**config.mk**
```make
export PLATFORM = sky130hd
export DESIGN_NAME = mhz1_bus_ctrl_flat
export DESIGN_NICKNAME = d
export VERILOG_FILES = /design/src/rtl/mhz1_bus_ctrl_pkg.sv /design/src/rtl/mhz1_bus_ctrl_if.sv /design/src/rtl/mhz1_bus_ctrl.sv /design/src/flat_wrapper.sv
export SDC_FILE = /design/constraint.sdc
export NUM_CORES = 1
export LEC_CHECK = 0
export BUFFER_PORTS_ARGS = -buffer_cell sky130_fd_sc_hd__buf_2
export CORE_ASPECT_RATIO = 0.7
export CORE_MARGIN = 5
export CORE_UTILIZATION = 44
export CTS_CLUSTER_DIAMETER = 100
export DETAILED_ROUTE_END_ITERATION = 8
export GPL_TIMING_DRIVEN = 0
export PLACE_DENSITY = 0.74
export SYNTH_ARGS = -nofsm -noshare
export SYNTH_HDL_FRONTEND = slang
export SYNTH_SLANG_ARGS = --single-unit
export TNS_END_PERCENT = 20
```
**constraint.sdc**
```tcl
create_clock -name clk_48m -period 1.58 [get_ports clk_48m]
set_input_delay 0.158 -clock clk_48m [delete_from_list [all_inputs] [get_ports clk_48m]]
set_output_delay 0.158 -clock clk_48m [all_outputs]
set_load 0.01 [all_outputs]
```
**src/rtl/mhz1_bus_ctrl_pkg.sv**
```systemverilog
// Shared BBC definitions for the 1 MHz bus: slow-space decode ranges and the
// access-controller state type.
package mhz1_bus_ctrl_pkg;

    typedef enum logic [1:0] {IDLE, ACTIVE, HOLD} state_e;

    // FRED/JIM pages, then the slow SHEILA windows (CRTC/ACIA, serial ULA, VIAs, ADC)
    localparam logic [15:0] FREDJIM_LO  = 16'hFC00;
    localparam logic [15:0] FREDJIM_HI  = 16'hFDFF;
    localparam logic [15:0] SHEILA0_LO  = 16'hFE00;
    localparam logic [15:0] SHEILA0_HI  = 16'hFE1F;
    localparam logic [15:0] SHEILA1_LO  = 16'hFE40;
    localparam logic [15:0] SHEILA1_HI  = 16'hFE7F;
    localparam logic [15:0] SHEILA2_LO  = 16'hFEC0;
    localparam logic [15:0] SHEILA2_HI  = 16'hFEDF;

    function automatic logic is_slow_addr(input logic [15:0] addr);
        return (addr >= FREDJIM_LO && addr <= FREDJIM_HI) ||
               (addr >= SHEILA0_LO && addr <= SHEILA0_HI) ||
               (addr >= SHEILA1_LO && addr <= SHEILA1_HI) ||
               (addr >= SHEILA2_LO && addr <= SHEILA2_HI);
    endfunction

endpackage

```
**src/rtl/mhz1_bus_ctrl_if.sv**
```systemverilog
// CPU-side and peripheral-side signals of the 1 MHz bus controller.
// master = CPU/clock-generator/peripheral side, slave = the controller.
interface mhz1_bus_ctrl_if;
    logic        cpu_clken;
    logic        mhz2_clken;
    logic        mhz1_clken;
    logic [15:0] cpu_addr;
    logic        cpu_rnw;
    logic [7:0]  cpu_dout;
    logic [7:0]  slow_din;
    logic        mhz1_enable;
    logic        slow_cs;
    logic        slow_rnw;
    logic [15:0] slow_addr;
    logic [7:0]  slow_wdata;
    logic        slow_wr_stb;
    logic [7:0]  slow_rdata;
    logic        slow_done;

    modport master (
        output cpu_clken, mhz2_clken, mhz1_clken, cpu_addr, cpu_rnw, cpu_dout, slow_din,
        input  mhz1_enable, slow_cs, slow_rnw, slow_addr, slow_wdata, slow_wr_stb,
               slow_rdata, slow_done
    );

    modport slave (
        input  cpu_clken, mhz2_clken, mhz1_clken, cpu_addr, cpu_rnw, cpu_dout, slow_din,
        output mhz1_enable, slow_cs, slow_rnw, slow_addr, slow_wdata, slow_wr_stb,
               slow_rdata, slow_done
    );
endinterface

```
**src/rtl/mhz1_bus_ctrl.sv**
```systemverilog
// 1 MHz peripheral bus controller: decodes slow-space CPU accesses, requests
// cycle stretching and runs one aligned 1 MHz peripheral cycle per access.
module mhz1_bus_ctrl
    import mhz1_bus_ctrl_pkg::*;
(
    input  logic            clk_48m,
    input  logic            reset_n,
    mhz1_bus_ctrl_if.slave  bus
);

    state_e      state_q;
    logic        cs_q;
    logic        rnw_q;
    logic [15:0] addr_q;
    logic [7:0]  wdata_q;
    logic        wr_stb_q;
    logic [7:0]  rdata_q;
    logic        done_q;
    logic        hit;

    assign hit = is_slow_addr(bus.cpu_addr);

    // Gated by IDLE so HOLD suppresses a second stretch for the same CPU cycle
    assign bus.mhz1_enable = hit && (state_q == IDLE);

    always_ff @(posedge clk_48m) begin
        if (!reset_n) begin
            state_q  <= IDLE;
            cs_q     <= 1'b0;
            rnw_q    <= 1'b1;
            addr_q   <= 16'h0000;
            wdata_q  <= 8'h00;
            wr_stb_q <= 1'b0;
            rdata_q  <= 8'h00;
            done_q   <= 1'b0;
        end else begin
            wr_stb_q <= 1'b0;
            done_q   <= 1'b0;
            case (state_q)
                IDLE: begin
                    if (bus.mhz2_clken && hit) begin
                        addr_q  <= bus.cpu_addr;
                        rnw_q   <= bus.cpu_rnw;
                        wdata_q <= bus.cpu_dout;
                        cs_q    <= 1'b1;
                        state_q <= ACTIVE;
                    end
                end
                ACTIVE: begin
                    // Entry happens on the edge that samples mhz2, so any mhz1 seen
                    // here is strictly after entry.
                    if (bus.mhz1_clken) begin
                        done_q   <= 1'b1;
                        wr_stb_q <= !rnw_q;
                        if (rnw_q)
                            rdata_q <= bus.slow_din;
                        cs_q     <= 1'b0;
                        state_q  <= HOLD;
                    end
                end
                HOLD: begin
                    if (bus.cpu_clken)
                        state_q <= IDLE;
                end
                default: begin
                    cs_q    <= 1'b0;
                    state_q <= IDLE;
                end
            endcase
        end
    end

    assign bus.slow_cs     = cs_q;
    assign bus.slow_rnw    = rnw_q;
    assign bus.slow_addr   = addr_q;
    assign bus.slow_wdata  = wdata_q;
    assign bus.slow_wr_stb = wr_stb_q;
    assign bus.slow_rdata  = rdata_q;
    assign bus.slow_done   = done_q;

endmodule

```
**src/flat_wrapper.sv**
```systemverilog
// flat-port wrapper written by rule: the top's interface ports become plain ports
module mhz1_bus_ctrl_flat import mhz1_bus_ctrl_pkg::*;
  (clk_48m, reset_n, bus_cpu_clken, bus_mhz2_clken, bus_mhz1_clken, bus_cpu_addr, bus_cpu_rnw, bus_cpu_dout, bus_slow_din, bus_mhz1_enable, bus_slow_cs, bus_slow_rnw, bus_slow_addr, bus_slow_wdata, bus_slow_wr_stb, bus_slow_rdata, bus_slow_done);
  mhz1_bus_ctrl_if bus_i ();
  input  logic clk_48m;
  input  logic reset_n;
  input wire logic [$bits(bus_i.cpu_clken)-1:0] bus_cpu_clken;
  input wire logic [$bits(bus_i.mhz2_clken)-1:0] bus_mhz2_clken;
  input wire logic [$bits(bus_i.mhz1_clken)-1:0] bus_mhz1_clken;
  input wire logic [$bits(bus_i.cpu_addr)-1:0] bus_cpu_addr;
  input wire logic [$bits(bus_i.cpu_rnw)-1:0] bus_cpu_rnw;
  input wire logic [$bits(bus_i.cpu_dout)-1:0] bus_cpu_dout;
  input wire logic [$bits(bus_i.slow_din)-1:0] bus_slow_din;
  output wire logic [$bits(bus_i.mhz1_enable)-1:0] bus_mhz1_enable;
  output wire logic [$bits(bus_i.slow_cs)-1:0] bus_slow_cs;
  output wire logic [$bits(bus_i.slow_rnw)-1:0] bus_slow_rnw;
  output wire logic [$bits(bus_i.slow_addr)-1:0] bus_slow_addr;
  output wire logic [$bits(bus_i.slow_wdata)-1:0] bus_slow_wdata;
  output wire logic [$bits(bus_i.slow_wr_stb)-1:0] bus_slow_wr_stb;
  output wire logic [$bits(bus_i.slow_rdata)-1:0] bus_slow_rdata;
  output wire logic [$bits(bus_i.slow_done)-1:0] bus_slow_done;
  assign bus_i.cpu_clken = bus_cpu_clken;
  assign bus_i.mhz2_clken = bus_mhz2_clken;
  assign bus_i.mhz1_clken = bus_mhz1_clken;
  assign bus_i.cpu_addr = bus_cpu_addr;
  assign bus_i.cpu_rnw = bus_cpu_rnw;
  assign bus_i.cpu_dout = bus_cpu_dout;
  assign bus_i.slow_din = bus_slow_din;
  assign bus_mhz1_enable = bus_i.mhz1_enable;
  assign bus_slow_cs = bus_i.slow_cs;
  assign bus_slow_rnw = bus_i.slow_rnw;
  assign bus_slow_addr = bus_i.slow_addr;
  assign bus_slow_wdata = bus_i.slow_wdata;
  assign bus_slow_wr_stb = bus_i.slow_wr_stb;
  assign bus_slow_rdata = bus_i.slow_rdata;
  assign bus_slow_done = bus_i.slow_done;
  mhz1_bus_ctrl u_core (.clk_48m(clk_48m), .reset_n(reset_n), .bus(bus_i));
endmodule
```
==> key figures <==
STA
  – Slew Viols, Final: 0
  – Fmax: around 700 MHz
  – Crit share post-route: between 90% and 100%
  – # setup viols final: 0
  – Final setup margin: 0.1469 ns
  – Min cycle time layout: 1.433 ns
  – Final worst clock skew: between 0.002 and 0.0025 ns
  – RSZ-0062 raised after global routing: no
  – Final Hold Viols: 0
  – Worst slew margin: 69.23%
  – Setup TNS: 0 ns
  – Worst slew pin tran: between 0.4 and 0.5 ns

Yosys
  – Synth unique cells: 22
  – Synth Register Bits: 38
  – Syn_nets: 195
  – Post-Syn Area: roughly 1500 um^2
  – Area contributors post-synth: dfxtp_1, nand2_1, mux2i_1, a21boi_0, o21a_1
  – Yosys warns: 0
  – Syn_area_per_cell: 9.420 um^2
  – Yosys top cell by area: dfxtp_1
  – Most common cell in the netlist: nand2_1
  – Synth top area share: 51.44%
  – Ys async rst share: 0%
  – Dominant synthesized flop cell: dfxtp_1
  – Syn Inst Count: 157
  – Post-synth top cells: nand2_1, dfxtp_1, mux2i_1
  – Register area share after synthesis: 51.44%
  – EDFF count, synth: 0

Cells and area
  – Nets: roughly 280
  – # diodes: 0
  – Fraction of layout cells with a size suffix above 1: between 30% and 40%
  – Fin area: 1999 um^2
  – P&R area growth vs syn: 35.19%

Route
  – Avg WL per Cell: 12.34 um
  – DRT Pass-1 Iters: 3
  – DR vias: 1298
  – Drc violations: 0
  – Total Routed Length: approximately 3.4 mm
  – DRT antenna net count: 0
  – Vias/cell: 4.703
  – Initial DRC Count: 38

Floorplanning
  – # IOs: 75
  – Starting Density: 46.35%
  – Core ar.: 3191 um^2
  – Die Y: about 59 um
  – Die Span X: 79.30 um
  – Die area: 4639 um^2
  – Row cnt: 17

Global routing
  – Largest net degree at the start of global routing: 12
  – Overflow after GRT: 0
  – First-pass GRT wire length: 5.589 mm
  – Initial antenna violation count: 0
  – Vias in the first global route: ~1200
  – Tot GR Track Use: ~16%

CTS
  – Clock tree root buffer cell: clkbuf_8
  – CTS Hold Bufs: 0
  – Clock Path Buffers: 2
  – Clk slew on worst S/H paths: roughly 0.070 ns
  – Num Clock Sinks: 38
  – TritonCTS buffer count: 5
  – Clock latency on the worst-skew pair: 0.28 ns
  – Cts repair resizes: 0
  – H-Tree Level Count: 2
  – # Post-CTS Setup Buffers: 0
  – CTS tree: done

Worst hold path
  – Hold Path Class: primary input to register
  – Worst Min Path Start: bus_cpu_addr[4]

Flow run
  – MaxCap Viol Count: 0

Power
  – P_int: 1.486 mW
  – Reg power frac: about half
  – Net switching power: between 300 and 400 uW
  – IR drop worst, VDD: between 0.0005 and 0.0006 V
  – Leak Pwr: between 0.9 and 1 nW
  – Switching part of the total: 19.90%
  – Pwr Total: 1.855 mW
  – Clk pwr share: approximately 43%
  – Combinational power share: between 5 and 6%
  – Power Density: 927.7 nW/um^2

Worst setup path
  – Worst Path Arrival: 1.64 ns
  – Critical path required time: 1.79 ns
  – Crit. End Element: register
  – CP max FO: 10
  – Critical path type: register to register
  – Startpoint Class: register
  – Critical Path Start: u_core.state_q[1]
  – Worst R2R Start: u_core.state_q[1]

Outcome
  – Status: finished, final reports clean

Place
  – Placed inst area: 1897 um^2
  – Dpl hpwl: around 2.7 mm
  – Placer Congestion: 0.7872
  – DP Worst Slack: -0.04991 ns
  – PortBufs: 74
[registers in the layout (all words and copies together) (netlist names)]
| name | flops |
|---|---|
| u_core.bus.slow_addr | 16 |
| u_core.bus.slow_rdata | 8 |
| u_core.bus.slow_wdata | 8 |
| u_core.state_q | 2 |
| u_core.bus.slow_cs | 1 |
| u_core.bus.slow_done | 1 |
| u_core.bus.slow_rnw | 1 |
| u_core.bus.slow_wr_stb | 1 |
[power by group through the flow]
stage	Sequential [mW]	Combinational, mW	Clock [mW]
floorplan	0.985	0.0431	0
global placement	0.983	0.104	0
detailed placement	0.983	0.106	0
CTS	0.961	0.106	0.801
global route	0.961	0.119	0.849
finish	0.961	0.104	0.790
[metrics by stage]
step                utilization [%]  std cells  hold slack (ns)
floorplan                         -        157           0.3001
finish                        62.67        276           0.1123
global placement              59.45        269           0.4085
CTS                           62.78        277           0.1068
global route                  62.67        276           0.1128
detailed placement            59.45        269           0.4144
[cells by family (layout without fill, tap and decap cells)]
family | count (synthesis) | count (layout) | synth area share [%]
muxes | 19 | 19 | 12.86
AOI/OAI and AO/OA | 19 | 19 | 9.390
buffers and inverters | 10 | 91 | 4.907
and+or+nand+nor | 71 | 71 | 21.40
DFF | 38 | 38 | 51.44
[cells in the final DEF (no fill, tap or decap)]
cell type  netlist  final
a21boi_0         9      9
a21oi_1          1      1
and2_1           4      4
and3_1           1      1
and3b_1          1      1
buf_12           1      1
buf_2            0     74
buf_6            1      1
buf_8            1      1
bufinv_16        0      1
clkbuf_1         7      8
clkbuf_8         0      5
dfxtp_1         38     38
mux2i_1         19     19
nand2_1         54     54
nand2b_1         2      2
nand3_1          1      1
nand4b_1         2      2
nor2_1           1      1
nor2b_1          3      3
nor3b_1          1      1
o21a_1           7      7
o21ai_0          1      1
o311ai_1         1      1
or3b_1           1      1
[path summary, 6_finish.rpt]
check / endpoint / slack, ns / cells after the start
max: u_core.bus.slow_wdata[5] / 0.15 / 6
min: u_core.bus.slow_addr[4] / 0.11 / 3
max reg2reg: u_core.bus.slow_wdata[5] / 0.15 / 6
min reg2reg: u_core.bus.slow_addr[1] / 0.46 / 2
[routing by layer]
metal | wire length [um] | part of all wire [%] | track usage (%)
met2 | 1624 | 48 | 25.42
met1 | 1476 | 43 | 18.50
met5 | 0 | 0 | 0
met3 | 255 | 7.5 | 6.116
met4 | 49 | 1.4 | 5.882
[critical path, stage by stage, from the launching register on]
cell      delay, ns
dfxtp_1        0.33
nand4b_1       0.17
nor2_1         0.17
and3_1         0.19
buf_6          0.16
buf_12         0.15
mux2i_1        0.19
[cell type report]
| type | count | area (um^2) |
|---|---|---|
| Fill cell | 304 | 1191 |
| Sequential cell | 38 | 760.7 |
| Multi-Input combinational cell | 109 | 645.6 |
| Timing Repair Buffer | 74 | 370.4 |
| Clock buffer | 7 | 76.32 |
| Buffer | 9 | 68.82 |
| Tap cell | 38 | 47.55 |
| Clock inverter | 1 | 30.03 |
(Power assumes the default switching activity.)
